==> config.mk <==
export PLATFORM = sky130hd
export DESIGN_NAME = adc_capture_ctrl
export DESIGN_NICKNAME = d
export VERILOG_FILES = /design/src/rtl/plps_pkg.sv /design/src/rtl/decim_strobe.sv /design/src/rtl/adc_capture_ctrl.sv
export SDC_FILE = /design/constraint.sdc
export NUM_CORES = 1
export LEC_CHECK = 0
export CAP_MARGIN = 20
export CELL_PAD_IN_SITES_DETAIL_PLACEMENT = 1
export CELL_PAD_IN_SITES_GLOBAL_PLACEMENT = 2
export CORE_AREA = 10 10 190 138
export CTS_BUF_LIST = sky130_fd_sc_hd__clkbuf_16
export DETAILED_ROUTE_END_ITERATION = 10
export DIE_AREA = 0 0 200 148
export GPL_TIMING_DRIVEN = 0
export PLACE_DENSITY_LB_ADDON = 0.1
export SETUP_SLACK_MARGIN = 0.15
export SKIP_LAST_GASP = 1
export SYNTH_ARGS = -nofsm -noshare
export SYNTH_HDL_FRONTEND = slang
export SYNTH_SLANG_ARGS = --single-unit
==> constraint.sdc <==
create_clock -name clk -period 5.5 [get_ports clk]
set_input_delay 0.825 -clock clk [delete_from_list [all_inputs] [get_ports clk]]
set_output_delay 0.825 -clock clk [all_outputs]
set_load 0.02 [all_outputs]
==> src/rtl/plps_pkg.sv <==
// Shared definitions for the PL-PS capture path: FSM encoding, depth and
// local-bus register map used by the host driver.
package plps_pkg;

    localparam logic [1:0] ST_IDLE    = 2'd0;
    localparam logic [1:0] ST_ARMED   = 2'd1;
    localparam logic [1:0] ST_CAPTURE = 2'd2;
    localparam logic [1:0] ST_DONE    = 2'd3;

    localparam int unsigned ADDRWIDTH = 12;
    localparam int unsigned DEPTH     = 2 ** ADDRWIDTH;

    localparam logic [7:0] REG_CTRL   = 8'h00;
    localparam logic [7:0] REG_LEN    = 8'h04;
    localparam logic [7:0] REG_DECIM  = 8'h08;
    localparam logic [7:0] REG_STATUS = 8'h0C;

    localparam int unsigned CTRL_ARM_BIT       = 0;
    localparam int unsigned CTRL_ABORT_BIT     = 1;
    localparam int unsigned STATUS_BUSY_BIT    = 0;
    localparam int unsigned STATUS_DONE_BIT    = 1;
    localparam int unsigned STATUS_WRCOUNT_LSB = 16;

    function automatic int unsigned depth_of(input int unsigned aw);
        return 2 ** aw;
    endfunction

endpackage

==> src/rtl/decim_strobe.sv <==
// Decimation counter: runs 0..decim on each enabled beat, wraps to 0, and
// flags count 0 as the beat to keep.
module decim_strobe #(
    parameter int unsigned WIDTH = 8
) (
    input  logic             clk,
    input  logic             rst,
    input  logic             clr,
    input  logic             en,
    input  logic [WIDTH-1:0] decim,
    output logic             keep
);

    logic [WIDTH-1:0] cnt;

    always_ff @(posedge clk or posedge rst) begin
        if (rst) begin
            cnt <= '0;
        end else if (clr) begin
            cnt <= '0;
        end else if (en) begin
            cnt <= (cnt == decim) ? '0 : cnt + WIDTH'(1);
        end
    end

    assign keep = (cnt == '0);

endmodule

==> src/rtl/adc_capture_ctrl.sv <==
// Captures a decimated block of one ADC AXI-stream lane into a BRAM after an
// external trigger, with host-visible busy/done/wr_count status.
module adc_capture_ctrl #(
    parameter int unsigned ADDRWIDTH  = 12,
    parameter int unsigned DATAWIDTH  = 64,
    parameter int unsigned DECIMWIDTH = 8
) (
    input  logic                  clk,
    input  logic                  rst,
    input  logic                  arm,
    input  logic                  abort,
    input  logic                  trig,
    input  logic [ADDRWIDTH-1:0]  len,
    input  logic [DECIMWIDTH-1:0] decim,
    input  logic [DATAWIDTH-1:0]  s_axis_tdata,
    input  logic                  s_axis_tvalid,
    output logic                  s_axis_tready,
    output logic                  bram_we,
    output logic [ADDRWIDTH-1:0]  bram_addr,
    output logic [DATAWIDTH-1:0]  bram_din,
    output logic                  busy,
    output logic                  done,
    output logic [ADDRWIDTH:0]    wr_count
);
    import plps_pkg::*;

    localparam logic [ADDRWIDTH:0] FULL_LEN = (ADDRWIDTH + 1)'(depth_of(ADDRWIDTH));
    localparam logic [ADDRWIDTH:0] ONE      = (ADDRWIDTH + 1)'(1);

    logic [1:0]            state, state_d;
    logic [ADDRWIDTH:0]    len_r;
    logic [DECIMWIDTH-1:0] decim_r;
    logic [ADDRWIDTH-1:0]  addr;
    logic                  keep, arm_ok, beat, wr_fire, last_wr;

    assign s_axis_tready = 1'b1;

    assign arm_ok  = arm && !abort && (state == ST_IDLE || state == ST_DONE);
    assign beat    = (state == ST_CAPTURE) && s_axis_tvalid && !abort;
    assign wr_fire = beat && keep;
    assign last_wr = wr_fire && ((wr_count + ONE) == len_r);

    decim_strobe #(
        .WIDTH (DECIMWIDTH)
    ) u_decim_strobe (
        .clk   (clk),
        .rst   (rst),
        .clr   (arm_ok),
        .en    (beat),
        .decim (decim_r),
        .keep  (keep)
    );

    always_comb begin
        state_d = state;
        if (abort) begin
            state_d = ST_IDLE;
        end else begin
            case (state)
                ST_IDLE, ST_DONE: if (arm)     state_d = ST_ARMED;
                ST_ARMED:         if (trig)    state_d = ST_CAPTURE;
                ST_CAPTURE:       if (last_wr) state_d = ST_DONE;
                default:                       state_d = ST_IDLE;
            endcase
        end
    end

    always_ff @(posedge clk or posedge rst) begin
        if (rst) begin
            state     <= ST_IDLE;
            len_r     <= '0;
            decim_r   <= '0;
            addr      <= '0;
            bram_we   <= 1'b0;
            bram_addr <= '0;
            bram_din  <= '0;
            busy      <= 1'b0;
            done      <= 1'b0;
            wr_count  <= '0;
        end else begin
            state   <= state_d;
            busy    <= (state_d == ST_ARMED) || (state_d == ST_CAPTURE);
            bram_we <= wr_fire;
            // done rises one cycle after the final write lands
            done    <= (state == ST_DONE) && !abort && !arm;
            if (wr_fire) begin
                bram_din  <= s_axis_tdata;
                bram_addr <= addr;
                addr      <= addr + ADDRWIDTH'(1);
                wr_count  <= wr_count + ONE;
            end
            if (arm_ok) begin
                len_r    <= (len == '0) ? FULL_LEN : {1'b0, len};
                decim_r  <= decim;
                addr     <= '0;
                wr_count <= '0;
            end
        end
    end

endmodule

==> results of run 1 <==
==> cell type report <==
| cell class | count | share of cell area |
|---|---|---|
| Buffer | 34 | 0.0149 |
| Clock buffer | 17 | 0.0478 |
| Clock inverter | 14 | 0.0259 |
| Inverter | 8 | 0.00393 |
| Multi-Input combinational cell | 502 | 0.278 |
| Sequential cell | 135 | 0.379 |
| Tap cell | 312 | 0.0438 |
| Timing Repair Buffer | 182 | 0.207 |
==> per-layer routing <==
metal,GRT usage,vias to the layer above,wire length [um]
met5,0,-,0
li1,-,2571,-
met3,0.0515,14,1550
met1,0.182,2621,9570
met4,0.0442,0,203
met2,0.226,106,9620
==> metrics by stage <==
step                area (um2)  hold WS (ns)  utilization  setup TNS (ns)
global route              8900         0.497        0.396               0
floorplan                 6010         0.460            -               0
CTS                       8900         0.473        0.396               0
global placement          8220         0.449        0.365         -145.03
finish                    8900         0.465        0.396               0
detailed placement        8250         0.459        0.367               0
==> state kept, by name (all words and copies together), names as in the netlist <==
register / count
len_r: 13
bram_addr: 12
done: 1
state: 2
bram_we: 1
wr_count: 13
busy: 1
u_decim_strobe.cnt: 8
decim_r: 8
bram_din: 64
addr: 12
==> worst paths after layout <==
kind	start	to	slack [ns]	depth (start not counted)
worst max-delay path	abort	bram_din[58]	2.39	7
worst min-delay path	bram_din[24]	bram_din[24]	0.47	2
worst max register to register	u_decim_strobe.cnt[0]	bram_din[58]	2.52	8
worst min register to register	bram_din[24]	bram_din[24]	0.47	2
max in group asynchronous	rst	bram_din[51]	3.87	3
min in group asynchronous	rst	bram_din[25]	0.79	2
==> cell usage in the layout, fill, tap and decap left out, types with 5 or more instances in the layout <==
cell type | synthesis | final
sky130_fd_sc_hd__nand4_1 | 8 | 8
sky130_fd_sc_hd__nor3_1 | 5 | 5
sky130_fd_sc_hd__nand2_1 | 306 | 306
sky130_fd_sc_hd__a21oi_1 | 9 | 9
sky130_fd_sc_hd__o21ai_0 | 22 | 22
sky130_fd_sc_hd__xnor2_1 | 22 | 22
sky130_fd_sc_hd__clkdlybuf4s50_1 | 0 | 181
sky130_fd_sc_hd__nand2b_1 | 5 | 5
sky130_fd_sc_hd__dfrtp_1 | 135 | 135
sky130_fd_sc_hd__nor4_1 | 7 | 7
sky130_fd_sc_hd__nand3_1 | 11 | 11
sky130_fd_sc_hd__or3_1 | 7 | 7
sky130_fd_sc_hd__ha_1 | 7 | 7
sky130_fd_sc_hd__nor2_1 | 30 | 30
sky130_fd_sc_hd__bufinv_16 | 0 | 6
sky130_fd_sc_hd__xor2_1 | 20 | 20
sky130_fd_sc_hd__inv_1 | 8 | 7
sky130_fd_sc_hd__clkbuf_16 | 0 | 17
sky130_fd_sc_hd__clkbuf_1 | 29 | 29
sky130_fd_sc_hd__and3_1 | 8 | 8
==> kinds of logic (layout without fill, tap and decap cells) <==
family / count (synthesis) / in the layout / synth area share
AOI/OAI and AO/OA: 43 / 43 / 0.0410
xor gates and xnor gates: 43 / 43 / 0.0651
adders and majority gates: 7 / 7 / 0.0146
buffers and inverters: 42 / 255 / 0.0270
DFF: 135 / 135 / 0.562
muxes: 3 / 3 / 0.00499
other: 1 / 1 / 0.000624
and+or+nand+nor: 405 / 405 / 0.285
==> critical path, cell delays in order <==
cell and delay [ns]:
sky130_fd_sc_hd__clkdlybuf4s50_1 0.50, sky130_fd_sc_hd__nand3b_1 0.35, sky130_fd_sc_hd__nor3_2 0.56, sky130_fd_sc_hd__clkbuf_1 0.51, sky130_fd_sc_hd__clkbuf_1 0.47, sky130_fd_sc_hd__nand2_1 0.15, sky130_fd_sc_hd__nand2_1 0.10
==> report_power, final <==
| part | switching (W) | leakage (nW) | internal, W |
|---|---|---|---|
| sequential | 0.000133 | 1.80 | 0.00120 |
| combinational | 0.000528 | 2.01 | 0.000460 |
| clock | 0.000446 | 0.313 | 0.000844 |
==> qor_table.md, run 1 <==
| Stage | Item | Value |
|:---|:---|:---|
| drt | ANT nets after route | 0 |
| grt | Vias in the first global route | 5,901 |
| drt | DRT Wirelength | 20.9 mm |
| synthesis | Mean cell area of the mapped netlist | 8.86 um2 |
| cts | H-tree Lvls | 4 |
| cts | Clock Tree Root | sky130_fd_sc_hd__clkbuf_16 |
| placed design | HPWL Detailed | 16.1 mm |
| synthesis | Leading post-synthesis cells by instance count | sky130_fd_sc_hd__nand2_1, sky130_fd_sc_hd__dfrtp_1, sky130_fd_sc_hd__nor2_1 |
| synthesis | Post-synthesis sequential element count | 135 |
| cts | Clock buffer depth | 2 |
| drt | Iteration count of the initial detailed-routing pass | 4 |
| sta | Unrepaired setup endpoints after global routing | no |
| drt | 1st-iter DRT viols | 187 |
| sta | Final worst clock skew | 0.00878 ns |
| placed design | Count of input and output buffers | 181 |
| sta | Slew of the pin with the lowest slew margin | 0.831 ns |
| grt | Remaining global-route overflow | 0 |
| finish | Synth-to-layout area growth | 48.1% |
| synthesis | Area of the mapped netlist | 6010 um2 |
| critical path | Data arrival at the endpoint of the critical path | 3.47 ns |
| sta | Setup ws final | 2.39 ns |
| sta | Headroom to the max-slew limit | 0.446 |
| synthesis | Gate count after technology mapping | 679 |
| run status | Outcome | finished clean |
| finish | Total area of multi-input combinational cells | 2470 um2 |
| finish | Number of cells in the finished layout apart from fillers | 1,204 |
| critical path | Worst path required time | 5.86 ns |
| die | Die Area | 29,600 um2 |
| sta | Slew Limit Fails | 0 |
| synthesis | Most used flip-flop cell after synthesis | sky130_fd_sc_hd__dfrtp_1 |
| finish | Final net count | 977 |
| cts | Clock tree from TritonCTS | done |
| drt | Total vias in the final route | 5,312 |
| synthesis | Number of distinct library cell variants in the gate-level netlist after synthesis | 44 |
| job | Number of max-cap violations | 0 |
| placed design | Placed instance count | 1,173 |
| power | Leakage power figure | 4.12 nW |
| cts | Clock net sink count | 135 |
| synthesis | Post-synth EDFFs | 0 |
| die | Num ports | 183 |
| die | Initial Util | 0.267 |
| power | Power density over the cells | 406 nW/um2 |
| sta | Period minus WS final | 3.11 ns |
| cts | Clock latency of the later-clocked register in the worst-skew pair | 0.42 ns |
| power | Maximum vdd drop | 0.214 mV |
| placed design | Setup slack after placement | 1.90 ns |
| sta | Final period utilization | 0.566 |
| synthesis | Fraction of synthesized cell area taken by the top area cell type | 0.562 |
| synthesis | Top-count cell post-synth | sky130_fd_sc_hd__nand2_1 |
| synthesis | Warning count from the yosys run | 0 |
| cts | Number of setup buffers added after CTS | 0 |
| critical path | Classification of the worst setup path | in2reg |
| worst hold path | Class of the tightest hold or removal check | reg2reg |
| synthesis | Number of nets in the synthesized netlist | 776 |
| drt | Vias per cell | 4.41 |
| cts | Post-cts sizing count | 0 |
| grt | Initial antenna violation count | 0 |
| sta | Setup Viol. Count Final | 0 |
| critical path | Sort of element at the end of the critical path | flop |
| die | Die height | 148 um |
| drt | # DRC | 0 |
| grt | Wire length of the first global-routing pass | 33.1 mm |
| sta | Timing-limited maximum frequency | 321 MHz |
| placed design | Routability-driven placement congestion ratio | 0.766 |
| die | Area of the core | 22,500 um2 |
| cts | Clock transition at path regs | 0.06 ns |
| critical path | Startpoint type of the worst setup path | primary input |
| synthesis | Portion of the post-synthesis area used by sequential elements | 0.562 |
| critical path | Crit Path Max Fanout | 10 |
| power | Total Power Consumption | 0.00362 W |
| grt | Overall fraction of global-route tracks in use | 0.145 |
| cts | Count of hold buffers inserted by post-cts repair | 0 |
| finish | FF/Latch Area | 3380 um2 |
| sta | Final Hold Viols | 0 |
| synthesis | Post-synthesis cell type with the largest combined area | sky130_fd_sc_hd__dfrtp_1 |
| drt | Mean routed wirelength per cell | 17.4 um |
| finish | Fraction of final layout cells sized beyond drive strength 1 | 0.0460 |
| synthesis | Proportion of register bits with asynchronous set or reset after synthesis | 1.00 |
| finish | Layout fillers | 2,611 |
| synthesis | Most area-consuming cells after synthesis | sky130_fd_sc_hd__dfrtp_1, sky130_fd_sc_hd__nand2_1, sky130_fd_sc_hd__xnor2_1 |
| grt | Pin count of the biggest net entering global routing | 95 |
| die | Chip width | 200 um |
| die | Floorplan row count | 46 |
| cts | Clock buffer count from CTS | 17 |
| finish | Number of antenna diodes | 0 |
No activity file was read; power rests on OpenSTA's default activity.
==> run 2, diff against run 1 <==
Clock period 5.5 ns to 3 ns, I/O delays scaled along.
==> run 2 against run 1 <==
  * Sequential power grew 83%
  * Critical path depth grew 1
  * Global-route usage grew 0.10 points
  * Non-clock buffer count grew 4
  * First-iteration DRC count grew 65%
  * Via count grew 0.47%
  * Clock-buffer cell count is the same
  * Hold slack lost 0.040 ns
  * Highest routed layer is now met5
==> qor_table.md, run 2 (same netlist as run 1, synthesis figures left out) <==
| Stage | Item | Value | vs previous |
|:---|:---|:---|:---|
| placed design | HPWL Detailed | 16.4 mm | +1.7% |
| drt | ANT nets after route | 0 | unchanged |
| die | Initial Util | 0.267 | unchanged |
| cts | Clock transition at path regs | 0.06 ns | about the same |
| placed design | Count of input and output buffers | 181 | unchanged |
| critical path | Sort of element at the end of the critical path | flop |  |
| finish | Most frequent cells in the layout | sky130_fd_sc_hd__nand2_1, sky130_fd_sc_hd__clkdlybuf4s50_1, sky130_fd_sc_hd__dfrtp_1 |  |
| grt | Busiest metal layer after global routing | met2 |  |
| drt | Total vias in the final route | 5,337 | +0.47% |
| die | Floorplan row count | 46 | unchanged |
| critical path | Crit-path cells | inv_1 -> ha_1 -> or4b_4 -> nor3_4 -> clkbuf_2 -> clkbuf_1 -> nand2_1 -> nand2_1 |  |
| sta | Final period utilization | 0.877 |  |
| sta | Final worst clock skew | 0.0140 ns | +0.00519 ns |
| grt | Overall fraction of global-route tracks in use | 0.146 | +0.00100 |
| grt | Global routing usage on met1 | 0.192 | +0.00973 |
| die | Die height | 148 um | unchanged |
| critical path | Startpoint type of the worst setup path | flop |  |
| cts | Count of hold buffers inserted by post-cts repair | 0 | unchanged |
| sta | Period minus WS final | 2.63 ns |  |
| grt | Vias in the first global route | 5,964 | +1.1% |
| cts | Clock net sink count | 135 | unchanged |
| sta | Final Hold Viols | 0 | unchanged |
| critical path | Crit Path Max Fanout | 10 | unchanged |
| critical path | Worst stage delay on the critical path | 0.51 ns | -0.05 ns |
| grt | Wire length of the first global-routing pass | 33.6 mm | +1.7% |
| die | Area of the core | 22,500 um2 | unchanged |
| cts | Clock buffer count from CTS | 17 | unchanged |
| critical path | Cell occurring most often along the worst timing path | sky130_fd_sc_hd__nand2_1 |  |
| cts | Clock tree from TritonCTS | done |  |
| drt | Mean routed wirelength per cell | 17.4 um | about the same |
| finish | Final net count | 981 | +0.41% |
| sta | Slew Limit Fails | 0 | unchanged |
| power | Power density over the cells | 732 nW/um2 | +80% |
| finish | Largest register by flop count | bram_din |  |
| sta | Timing-limited maximum frequency | 380 MHz |  |
| finish | Regs by FF count | bram_din (64), len_r (13), wr_count (13) |  |
| finish | Leading cell type in the layout, fill and taps excluded | sky130_fd_sc_hd__nand2_1 |  |
| sta | Setup Viol. Count Final | 0 | unchanged |
| grt | Remaining global-route overflow | 0 | unchanged |
| critical path | Worst path top cell family by delay | simple AND/OR/NAND/NOR gates |  |
| placed design | Routability-driven placement congestion ratio | 0.776 | +1.3% |
| power | Total Power Consumption | 0.00656 W | +81% |
| critical path | Data arrival at the endpoint of the critical path | 2.97 ns | -0.50 ns |
| drt | 1st-iter DRT viols | 309 | +65% |
| sta | Slew of the pin with the lowest slew margin | 0.690 ns | -0.141 ns |
| drt | Iteration count of the initial detailed-routing pass | 4 | unchanged |
| finish | Flip-flop count of the largest register after layout | 64 | unchanged |
| critical path | Buf/Inv on CP | 3 | unchanged |
| sta | Unrepaired setup endpoints after global routing | no |  |
| power | Maximum vdd drop | 0.369 mV | +73% |
| grt | Met3 GRT Util | 0.0399 | -0.0116 |
| critical path | Worst path required time | 3.34 ns | -2.52 ns |
| cts | Clock Tree Root | sky130_fd_sc_hd__clkbuf_16 |  |
| finish | Synth-to-layout area growth | 49.0% |  |
| finish | Number of antenna diodes | 0 | unchanged |
| drt | # DRC | 0 | unchanged |
| job | Number of max-cap violations | 0 | unchanged |
| finish | Fraction of final layout cells sized beyond drive strength 1 | 0.0536 | +0.00767 |
| cts | Clock buffer depth | 2 | unchanged |
| grt | Pin count of the biggest net entering global routing | 36 | -62% |
| grt | Initial antenna violation count | 1 | +1 |
| drt | DRT Wirelength | 21.0 mm | +0.20% |
| run status | Outcome | finished clean |  |
| die | Die Area | 29,600 um2 | unchanged |
| drt | Vias per cell | 4.42 | +0.22% |
| critical path | Library cell contributing the largest single delay on the critical path | sky130_fd_sc_hd__or4b_4 |  |
| power | Leakage power figure | 4.15 nW | +0.67% |
| grt | Met2 track demand over resource | 0.229 | +0.00202 |
| cts | Clock latency of the later-clocked register in the worst-skew pair | 0.42 ns | about the same |
| worst hold path | Class of the tightest hold or removal check | in2async |  |
| cts | H-tree Lvls | 4 | unchanged |
| die | Chip width | 200 um | unchanged |
| die | Num ports | 183 | unchanged |
| sta | Setup ws final | 0.370 ns | -2.02 ns |
| sta | Headroom to the max-slew limit | 0.535 | +0.0889 |
| critical path | Classification of the worst setup path | reg2reg |  |
| placed design | Setup slack after placement | -0.200 ns | -2.09 ns |
## run 2: report_power, final
group | total, W | switching, W | leakage [nW] | internal, W
sequential | 0.00245 | 0.000247 | 1.80 | 0.00221
clock | 0.00229 | 0.000822 | 0.303 | 0.00146
combinational | 0.00182 | 0.000964 | 2.05 | 0.000852
## run 2: stage by stage
step            util  instance area [um2]  hold slack (ns)  setup TNS (ns)  instances
2_1_floorplan      -                 6020            0.460               0        679
3_3_place_gp   0.365                 8220            0.449          -74.31       1172
3_5_place_dp   0.369                 8310            0.456           -9.37       1176
4_1_cts        0.397                 8940            0.417               0       1206
5_1_grt        0.398                 8960            0.450               0       1207
6_report       0.398                 8960            0.426               0       1207
## run 2: final timing paths
check	start	end	slack [ns]	cells past startpoint
worst max-delay path	u_decim_strobe.cnt[0]	bram_din[11]	0.37	8
worst min register to register	bram_din[51]	bram_din[51]	0.46	2
max in group asynchronous	rst	done	1.78	4
worst max register to register	u_decim_strobe.cnt[0]	bram_din[11]	0.37	8
worst min-delay path	rst	decim_r[4]	0.43	2
min in group clk	bram_din[51]	bram_din[51]	0.46	2
## run 2: cell type report
type / instances / area (um2)
buffer: 34 / 136
clock buffer: 17 / 425
clock inverter: 13 / 205
fill: 2581 / 13500
inverter: 8 / 33.8
multi-input combinational: 502 / 2480
sequential: 135 / 3380
tap: 312 / 390
timing repair buffer: 186 / 1910
## run 2: metal layers
layer,part of all wire,vias up
li1,-,2578
met1,0.46,2634
met2,0.47,106
met3,0.061,17
met4,0.0084,2
met5,0.00062,-
## run 2: timing repair
| item | in CTS | in global routing |
|---|---|---|
| pin swaps | 0 | 1 |
| resized for setup | 2 | 6 |
| setup endpoints to repair | 61 | 74 |
| setup buffers | 0 | 1 |
==> run 3, diff against run 2 <==
Settings changed: REMOVE_ABC_BUFFERS set to 1.
==> run 3 against run 2 <==
  * Maximum frequency fell by 2.9%
  * Critical path depth is 1 lower
  * Register-to-register slack got worse by 0.06 ns
  * Routed wire length rose by 0.82%
  * Sequential share of layout area rose by 0.53 points
  * First-iteration DRC count shrank 52%
  * Sequential power about the same
  * Utilization fell by 0.55 points
  * Sequential cell count did not move
  * Highest routed layer unchanged
==> qor_table.md, run 3 (same netlist as run 1, synthesis figures left out) <==
| Stage | Item | Value | vs previous |
|:---|:---|:---|:---|
| die | Die height | 148 um | unchanged |
| power | Leakage power figure | 4.11 nW | -0.91% |
| placed design | Post-DP Area | 8230 um2 | -0.89% |
| sta | Setup Viol. Count Final | 0 | unchanged |
| sta | Slew of the pin with the lowest slew margin | 0.965 ns | +0.275 ns |
| die | Area of the core | 22,500 um2 | unchanged |
| critical path | Data arrival at the endpoint of the critical path | 2.99 ns | +0.02 ns |
| placed design | Count of input and output buffers | 181 | unchanged |
| finish | Regs by FF count | bram_din (64), len_r (13), wr_count (13) |  |
| cts | Clock buffer depth | 2 | unchanged |
| drt | DRT Wirelength | 21.2 mm | +0.82% |
| critical path | Startpoint type of the worst setup path | primary input |  |
| sta | Timing-limited maximum frequency | 369 MHz | -2.9% |
| finish | Fraction of final layout cells sized beyond drive strength 1 | 0.0517 | -0.00191 |
| die | Initial Util | 0.267 | unchanged |
| drt | # DRC | 0 | unchanged |
| grt | Overall fraction of global-route tracks in use | 0.142 | -0.00331 |
| finish | Final net count | 954 | -2.8% |
| critical path | Worst path required time | 3.28 ns | -0.06 ns |
| cts | Clock tree from TritonCTS | done |  |
| cts | Clock transition at path regs | 0.06 ns | about the same |
| sta | Unrepaired setup endpoints after global routing | yes |  |
| grt | Wire length of the first global-routing pass | 32.5 mm | -3.2% |
| sta | Final setup TNS | 0 ns | unchanged |
| cts | Clock net sink count | 135 | unchanged |
| run status | Outcome | finished clean |  |
| finish | Flip-flop count of the largest register after layout | 64 | unchanged |
| placed design | Placed instance count | 1,143 | -2.8% |
| power | Maximum vdd drop | 0.375 mV | +1.8% |
| cts | Post-cts sizing count | 0 | -2 |
| die | Die Area | 29,600 um2 | unchanged |
| grt | Pin count of the biggest net entering global routing | 93 | +160% |
| sta | Headroom to the max-slew limit | 0.356 | -0.179 |
| sta | Period minus WS final | 2.71 ns | +0.0799 ns |
| sta | Final Hold Viols | 0 | unchanged |
| critical path | Classification of the worst setup path | in2reg |  |
| die | Floorplan row count | 46 | unchanged |
| finish | Most frequent cells in the layout | sky130_fd_sc_hd__nand2_1, sky130_fd_sc_hd__clkdlybuf4s50_1, sky130_fd_sc_hd__dfrtp_1 |  |
| drt | Total vias in the final route | 5,283 | -1.0% |
| placed design | HPWL Detailed | 14.5 mm | -11% |
| sta | Final period utilization | 0.903 | +0.0266 |
| finish | Largest register by flop count | bram_din |  |
| finish | Synth-to-layout area growth | 46.9% |  |
| cts | Clock buffer count from CTS | 17 | unchanged |
| finish | Final instance area | 8840 um2 | -1.4% |
| sta | Slew Limit Fails | 0 | unchanged |
| cts | H-tree Lvls | 4 | unchanged |
| grt | Initial antenna violation count | 2 | +1 |
| finish | Leading cell type in the layout, fill and taps excluded | sky130_fd_sc_hd__nand2_1 |  |
| cts | Clock Tree Root | sky130_fd_sc_hd__clkbuf_16 |  |
| critical path | Sort of element at the end of the critical path | flop |  |
| drt | Mean routed wirelength per cell | 17.9 um | +2.9% |
| finish | Number of cells in the finished layout apart from fillers | 1,183 | -2.0% |
| drt | Iteration count of the initial detailed-routing pass | 4 | unchanged |
| power | Power density over the cells | 708 nW/um2 | -3.2% |
| grt | Vias in the first global route | 5,574 | -6.5% |
| drt | 1st-iter DRT viols | 148 | -52% |
| drt | ANT nets after route | 0 | unchanged |
| sta | Final worst clock skew | 0.00808 ns | -0.00589 ns |
| placed design | Routability-driven placement congestion ratio | 0.740 | -4.6% |
| critical path | Crit Path Max Fanout | 22 | +12 |
| worst hold path | Class of the tightest hold or removal check | in2async |  |
| job | Number of max-cap violations | 0 | unchanged |
| grt | Remaining global-route overflow | 0 | unchanged |
| die | Chip width | 200 um | unchanged |
| die | Num ports | 183 | unchanged |
| cts | Clock latency of the later-clocked register in the worst-skew pair | 0.43 ns | about the same |
| drt | Vias per cell | 4.47 | +1.0% |
run 3: timing repair:
item / CTS / global route
hold buffers: 0 / 0
setup buffers: 0 / 4
pin swaps: 1 / 1
setup endpoints to repair: 9 / 6
cloned: 2 / 1
run 3: per-stage QoR:
stage / util / hold slack, ns / total power [W] / setup WS, ns
after floorplan: - / 0.460 / 0.00331 / -1.61
after global placement: 0.359 / 0.451 / 0.00425 / -4.29
after detailed placement: 0.366 / 0.457 / 0.00432 / -0.380
after CTS: 0.391 / 0.428 / 0.00637 / 0.175
after global routing: 0.393 / 0.443 / 0.00665 / 0.143
final: 0.393 / 0.425 / 0.00626 / 0.290
run 3: critical path, cell delays in order:
cell and delay (ns):
sky130_fd_sc_hd__clkdlybuf4s50_1 0.58, sky130_fd_sc_hd__nand3b_1 0.47, sky130_fd_sc_hd__or3_4 0.68, sky130_fd_sc_hd__or3_1 0.47, sky130_fd_sc_hd__nor2_1 0.15, sky130_fd_sc_hd__xnor2_1 0.13, sky130_fd_sc_hd__nor2_1 0.05
run 3: where the power goes:
group | switching, W | internal, W
clock | 0.000803 | 0.00119
combinational | 0.000968 | 0.000851
sequential | 0.000233 | 0.00221
run 3: final timing paths:
| kind | slack (ns) | from | end | cells past startpoint |
|---|---|---|---|---|
| worst min register to register | 0.46 | bram_din[54] | bram_din[54] | 2 |
| max in group asynchronous | 1.77 | rst | bram_din[55] | 3 |
| worst max register to register | 0.31 | state[0] | wr_count[8] | 8 |
| worst min-delay path | 0.42 | rst | bram_din[8] | 2 |
| min in group clk | 0.46 | bram_din[54] | bram_din[54] | 2 |
| worst max-delay path | 0.29 | abort | wr_count[8] | 7 |
run 3: final cells by class:
class,count,area (um2)
sequential,135,3380
inverter,8,35.0
timing repair buffer,190,1980
fill,2558,13700
antenna,1,2.50
multi-input combinational,505,2500
clock inverter,15,123
clock buffer,17,425
tap,312,390
run 3: layer usage:
| metal | share of wire | vias to the layer above | wire length [um] | global-route usage |
|---|---|---|---|---|
| met3 | 0.053 | 17 | 1130 | 0.0447 |
| met2 | 0.47 | 110 | 9960 | 0.226 |
| li1 | - | 2533 | - | - |
| met4 | 0.011 | 2 | 237 | 0.0374 |
| met1 | 0.46 | 2621 | 9810 | 0.182 |
| met5 | 0.00061 | - | 13 | 0 |
